## src/rtl/pll_supervisor.sv

```systemverilog
// Lock supervisor and reset sequencer for an iCE40 PLL: drives RESETB, watches LOCK,
// relocks on timeout and releases downstream resets one after another once lock is stable.
module pll_supervisor #(
  parameter int NUM_OUT          = 3,
  parameter int PLL_RST_CYCLES   = 4,
  parameter int RELOCK_TIMEOUT   = 65536,
  parameter int LOCK_HOLD_CYCLES = 1024,
  parameter int STAGGER_CYCLES   = 16,
  parameter int COUNT_W          = 8
) (
  input  logic               clock_in,
  input  logic               reset,
  input  logic               locked_in,
  input  logic               force_relock,
  output logic               pll_resetb,
  output logic [NUM_OUT-1:0] rst_out,
  output logic               ready,
  output logic [COUNT_W-1:0] loss_count,
  output logic [COUNT_W-1:0] timeout_count
);
  localparam int RST_W  = $clog2(PLL_RST_CYCLES + 1);
  localparam int WAIT_W = $clog2(RELOCK_TIMEOUT);
  localparam int HOLD_W = $clog2(LOCK_HOLD_CYCLES + 1);
  localparam int STAG_W = $clog2(STAGGER_CYCLES + 1);

  typedef enum logic [2:0] {
    S_PLL_RESET = 3'd0,
    S_WAIT_LOCK = 3'd1,
    S_STABLE    = 3'd2,
    S_RELEASE   = 3'd3,
    S_RUN       = 3'd4
  } state_e;

  state_e             state_q, state_d;
  logic [1:0]         sync_q;
  logic               lock_s;
  logic [RST_W-1:0]   rst_tmr_q, rst_tmr_d;
  logic [WAIT_W-1:0]  wait_tmr_q, wait_tmr_d;
  logic [HOLD_W-1:0]  hold_q, hold_d;
  logic [STAG_W-1:0]  stag_q, stag_d;
  logic               pll_resetb_q, pll_resetb_d;
  logic [NUM_OUT-1:0] rst_out_q, rst_out_d, rst_shift;
  logic               ready_q, ready_d;
  logic [COUNT_W-1:0] loss_q, loss_d, tmo_q, tmo_d;
  logic               relock, count_loss, count_timeout;

  assign lock_s = sync_q[1];
  // Releasing the next reset is a left shift: bits leave the vector from index 0 upward.
  assign rst_shift = rst_out_q << 1;

  always_ff @(posedge clock_in) begin
    if (reset) begin
      state_q      <= S_PLL_RESET;
      sync_q       <= 2'b00;
      rst_tmr_q    <= '0;
      wait_tmr_q   <= '0;
      hold_q       <= '0;
      stag_q       <= '0;
      pll_resetb_q <= 1'b0;
      rst_out_q    <= '1;
      ready_q      <= 1'b0;
      loss_q       <= '0;
      tmo_q        <= '0;
    end else begin
      state_q      <= state_d;
      sync_q       <= {sync_q[0], locked_in};
      rst_tmr_q    <= rst_tmr_d;
      wait_tmr_q   <= wait_tmr_d;
      hold_q       <= hold_d;
      stag_q       <= stag_d;
      pll_resetb_q <= pll_resetb_d;
      rst_out_q    <= rst_out_d;
      ready_q      <= ready_d;
      loss_q       <= loss_d;
      tmo_q        <= tmo_d;
    end
  end

  always_comb begin
    state_d       = state_q;
    rst_tmr_d     = rst_tmr_q;
    wait_tmr_d    = wait_tmr_q;
    hold_d        = hold_q;
    stag_d        = stag_q;
    pll_resetb_d  = pll_resetb_q;
    rst_out_d     = rst_out_q;
    ready_d       = ready_q;
    loss_d        = loss_q;
    tmo_d         = tmo_q;
    relock        = 1'b0;
    count_loss    = 1'b0;
    count_timeout = 1'b0;

    case (state_q)
      // force_relock is ignored here so a repeated request cannot stretch RESETB.
      S_PLL_RESET: begin
        if (rst_tmr_q == RST_W'(PLL_RST_CYCLES)) begin
          state_d      = S_WAIT_LOCK;
          pll_resetb_d = 1'b1;
          wait_tmr_d   = '0;
        end else begin
          rst_tmr_d = rst_tmr_q + 1'b1;
        end
      end
      S_WAIT_LOCK: begin
        if (force_relock) begin
          relock = 1'b1;
        end else if (lock_s) begin
          state_d = S_STABLE;
          hold_d  = '0;
        end else if (wait_tmr_q == WAIT_W'(RELOCK_TIMEOUT - 1)) begin
          relock        = 1'b1;
          count_timeout = 1'b1;
        end else begin
          wait_tmr_d = wait_tmr_q + 1'b1;
        end
      end
      S_STABLE: begin
        if (force_relock) begin
          relock = 1'b1;
        end else if (!lock_s) begin
          state_d    = S_WAIT_LOCK;
          wait_tmr_d = '0;
        end else if (hold_q == HOLD_W'(LOCK_HOLD_CYCLES - 1)) begin
          rst_out_d = rst_shift;
          stag_d    = '0;
          if (rst_shift == '0) begin
            state_d = S_RUN;
            ready_d = 1'b1;
          end else begin
            state_d = S_RELEASE;
          end
        end else begin
          hold_d = hold_q + 1'b1;
        end
      end
      S_RELEASE: begin
        if (!lock_s) begin
          relock     = 1'b1;
          count_loss = 1'b1;
        end else if (force_relock) begin
          relock = 1'b1;
        end else if (stag_q == STAG_W'(STAGGER_CYCLES - 1)) begin
          rst_out_d = rst_shift;
          stag_d    = '0;
          if (rst_shift == '0) begin
            state_d = S_RUN;
            ready_d = 1'b1;
          end
        end else begin
          stag_d = stag_q + 1'b1;
        end
      end
      S_RUN: begin
        if (!lock_s) begin
          relock     = 1'b1;
          count_loss = 1'b1;
        end else if (force_relock) begin
          relock = 1'b1;
        end
      end
      default: relock = 1'b1;
    endcase

    // Entry from a running state counts as the first RESETB-low cycle, hence the load of 1.
    if (relock) begin
      state_d      = S_PLL_RESET;
      pll_resetb_d = 1'b0;
      rst_out_d    = '1;
      ready_d      = 1'b0;
      rst_tmr_d    = RST_W'(1);
    end
    if (count_loss && (loss_q != '1)) loss_d = loss_q + 1'b1;
    if (count_timeout && (tmo_q != '1)) tmo_d = tmo_q + 1'b1;
  end

  assign pll_resetb    = pll_resetb_q;
  assign rst_out       = rst_out_q;
  assign ready         = ready_q;
  assign loss_count    = loss_q;
  assign timeout_count = tmo_q;

endmodule

```

## config.mk

```make
export PLATFORM = sky130hd
export DESIGN_NAME = pll_supervisor
export DESIGN_NICKNAME = d
export VERILOG_FILES = /design/src/rtl/pll_supervisor.sv
export SDC_FILE = /design/constraint.sdc
export NUM_CORES = 1
export LEC_CHECK = 0
export ABC_CLOCK_PERIOD_IN_PS = 4820
export BUFFER_PORTS_ARGS = -buffer_cell sky130_fd_sc_hd__clkbuf_2
export CORE_ASPECT_RATIO = 0.5
export CORE_UTILIZATION = 51
export DETAILED_ROUTE_END_ITERATION = 16
export HOLD_SLACK_MARGIN = 0.1
export MAX_ROUTING_LAYER = met4
export PLACE_DENSITY = 0.69
export SLEW_MARGIN = 40
export SYNTH_ARGS = -nofsm -noshare
export SYNTH_HDL_FRONTEND = slang
export SYNTH_SLANG_ARGS = --single-unit
```

## constraint.sdc

```tcl
create_clock -name clock_in -period 4.82 [get_ports clock_in]
set_input_delay 1.446 -clock clock_in [delete_from_list [all_inputs] [get_ports clock_in]]
set_output_delay 1.446 -clock clock_in [all_outputs]
set_load 0.05 [all_outputs]
```

==> reports/metrics.cfg <==
[finish]
area_growth_pct=12.9
num-nets-final=413
fillCellCount=543
antennaDiodeCount=0
layout.core_utilization=0.607
layout-drive-gt1-share=0.150

[synthesis]
yosys_warnings=0
synth_cells=381
synthesis.nets=392
synth_compound_area_frac=0.164
synth-seq-area-share=0.368
synthFlopType=sky130_fd_sc_hd__dfxtp_1
yosys.cell_count.top_type=sky130_fd_sc_hd__dfxtp_1
largest_family_of_logic_cells_by_synthesized_area=simple AND/OR/NAND/NOR gates
xor_xnor_portion_of_the_synthesized_cell_area=0.0659
mappedNetlistArea_um2=3320
post_synth_main_area_contributors=sky130_fd_sc_hd__dfxtp_1, sky130_fd_sc_hd__nor2_1, sky130_fd_sc_hd__xnor2_1
muxShareOfSynthArea=0.0211
synth-adder-area-share=0.0264
area_share_of_and_or_nand_nor_cells_after_synthesis=0.304
yosysTopAreaCell=sky130_fd_sc_hd__dfxtp_1
synth_enable_flop_cells=0
synth.top_cells.by_count=sky130_fd_sc_hd__dfxtp_1, sky130_fd_sc_hd__nor2_1, sky130_fd_sc_hd__a21oi_1
syn-mean-instance-area_um2=8.72
synth.distinct_cells=65
async_reset_ff_frac=0
synth_largest_type_area_fraction=0.368
number_of_synthesized_register_bits=61

[worst_setup_path]
critical_path.max_stage_delay_ns=0.56
critPathArrivalTime_ns=3.13
critical_path_cell_list=clkbuf_2 > nor4b_1 > o31ai_4 > a2111oi_0 > xnor2_1 > nor2_1
critPathLaunchType=primary input
cp_max_delay_cell=sky130_fd_sc_hd__a2111oi_0
critPathCaptureType=register
cp.required_ns=5.05
timing_worst_setup_path_type=in -> reg
critPathBufInv=1
cp_top_family=compound AO/OA/AOI/OAI gates
crit_fanout=15

[clocking]
post_cts_resized=0
clk_pin_slew_ns=0.05
clockBufferDepth=2
clock_tree.htree_level_count=3
tritoncts.num_buffers=9
cts.hold.buffers_added=0
clock_sinks=61
clock_latency_on_the_worst_skew_pair_ns=0.34
cts_setup_buffers=0
cts-root-buf=sky130_fd_sc_hd__clkbuf_16
clock_tree_from_tritoncts=yes

[floorplanning]
floorplan.rows=20
floorplan.initialDensity=0.537
io_pins=25
die_width_um=116
fp.dieH_um=59.1
die_area_um2=6860
area_of_the_core_um2=6180

[detailed_routing]
viasPerCell=5.89
drt_pass1_iterations=4
antenna_left=0
wl_per_cell_um=14.6
dr_vias=2917
detail_route.drc_violations=0
route.final.wire_length_mm=7.23
iteration_0_drc_count_of_the_detailed_router=227

[timing]
post_route_clock_period_utilization=0.602
final_max_slew_viol_count=0
pin_slew_with_the_least_headroom_to_its_limit_ns=0.775
timing.max_slew.rel_slack=0.483
setup_viol_count_final=0
setup_slack_ns=1.92
grt_setup_unrepaired=false
fin_setup_tns_ns=0
finalHoldViolations=0
fmax_mhz=345
layout_min_cycle_time_ns=2.90
finClkSkew_ns=0.00539

[power_and_ir_drop]
power.density_cell_area_nw_per_um2=361
power.total_uw=1360
vdd_ir_drop_max_v=0.000227
static-leakage-power_uw=0.00130

[global_route]
grt_pass1_vias=2638
grt_first_pass_wirelength_mm=12.4
grt_antenna_before_repair=0
grt_max_degree=29
groute.usage.overall=0.246
grt_overflow_total=0

[run_status]
run_status=complete, no violations

[place]
dp_hpwl_mm=4.94
quantity_of_i_o_buffers_inserted_on_ports=24
finalWeightedCongestion=0.864
preCtsSetupSlack_ns=1.57

[run]
cap_viol_max_count=0

[hold_path]
hold_class=reg -> reg

==> stage by stage <==
stage | cell area (um2) | instances | hold WS (ns)
6_report | 3750 | 495 | 0.443
5_1_grt | 3750 | 495 | 0.469
4_1_cts | 3750 | 495 | 0.448
3_5_place_dp | 3460 | 479 | 0.439
3_3_place_gp | 3450 | 479 | 0.427
2_1_floorplan | 3320 | 381 | 0.414
==> path summary, 6_finish.rpt <==
kind / cells past startpoint / slack, ns / to / startpoint
setup / recovery: 6 / 1.92 / wait_tmr_q[6] / force_relock
hold / removal: 2 / 0.44 / ready / ready
setup reg to reg: 5 / 2.32 / hold_q[4] / state_q[1]
hold reg to reg: 2 / 0.44 / ready / ready
==> registers in the layout (all words and copies together) (netlist names), 3 cells and up <==
name / flops
stag_q: 5
timeout_count: 8
hold_q: 11
wait_tmr_q: 16
state_q: 3
rst_tmr_q: 3
loss_count: 8
rst_out: 3
==> worst register-to-register path, delay by kind of cell, from the launching register on <==
| family | cells | cell delay (ns) |
|---|---|---|
| AO/OA/AOI/OAI | 1 | 0.30 |
| AND/OR/NAND/NOR | 3 | 1.10 |
| XOR/XNOR | 1 | 0.22 |
| flip-flops | 1 | 0.82 |
==> layout make-up <==
type	instances	area, um2	share of cell area
repair buffers	26	135	0.0360
well taps	88	110	0.0294
clock buffers	10	229	0.0611
inverters	13	48.8	0.0130
flip-flops and latches	61	1220	0.326
clock inverters	6	63.8	0.0170
multi-input cells	291	1940	0.518
==> power by group <==
group	total (uW)	switching (uW)	internal [uW]
logic	171	106	65.4
clock network	633	235	398
registers	551	30.3	521
total	1360	371	984
==> layout by cell type (no fill, tap or decap), types with 9 or more instances in the layout <==
cell type                    n
sky130_fd_sc_hd__xnor2_1    17
sky130_fd_sc_hd__clkbuf_2   24
sky130_fd_sc_hd__nor2_1     42
sky130_fd_sc_hd__o21ai_0    13
sky130_fd_sc_hd__clkbuf_16   9
sky130_fd_sc_hd__nand2_1    21
sky130_fd_sc_hd__a21oi_1    28
sky130_fd_sc_hd__inv_1      13
sky130_fd_sc_hd__nand3_1    20
sky130_fd_sc_hd__dfxtp_1    61
sky130_fd_sc_hd__nand4_1    14
==> routing by layer <==
layer | share of wire | global-route usage
met5 | 0 | -
met1 | 0.46 | 0.294
met3 | 0.050 | 0.100
met4 | 0.012 | 0.0769
met2 | 0.47 | 0.383
==> cell families (layout without fill, tap and decap cells) <==
kind of cell | after synthesis | after routing
buffers and inverters | 29 | 55
and+or+nand+nor | 172 | 172
DFF | 61 | 61
adders and majority gates | 7 | 7
AOI/OAI and AO/OA | 80 | 80
xor gates and xnor gates | 25 | 25
muxes | 7 | 7
Power figures use the tool's default switching activity.
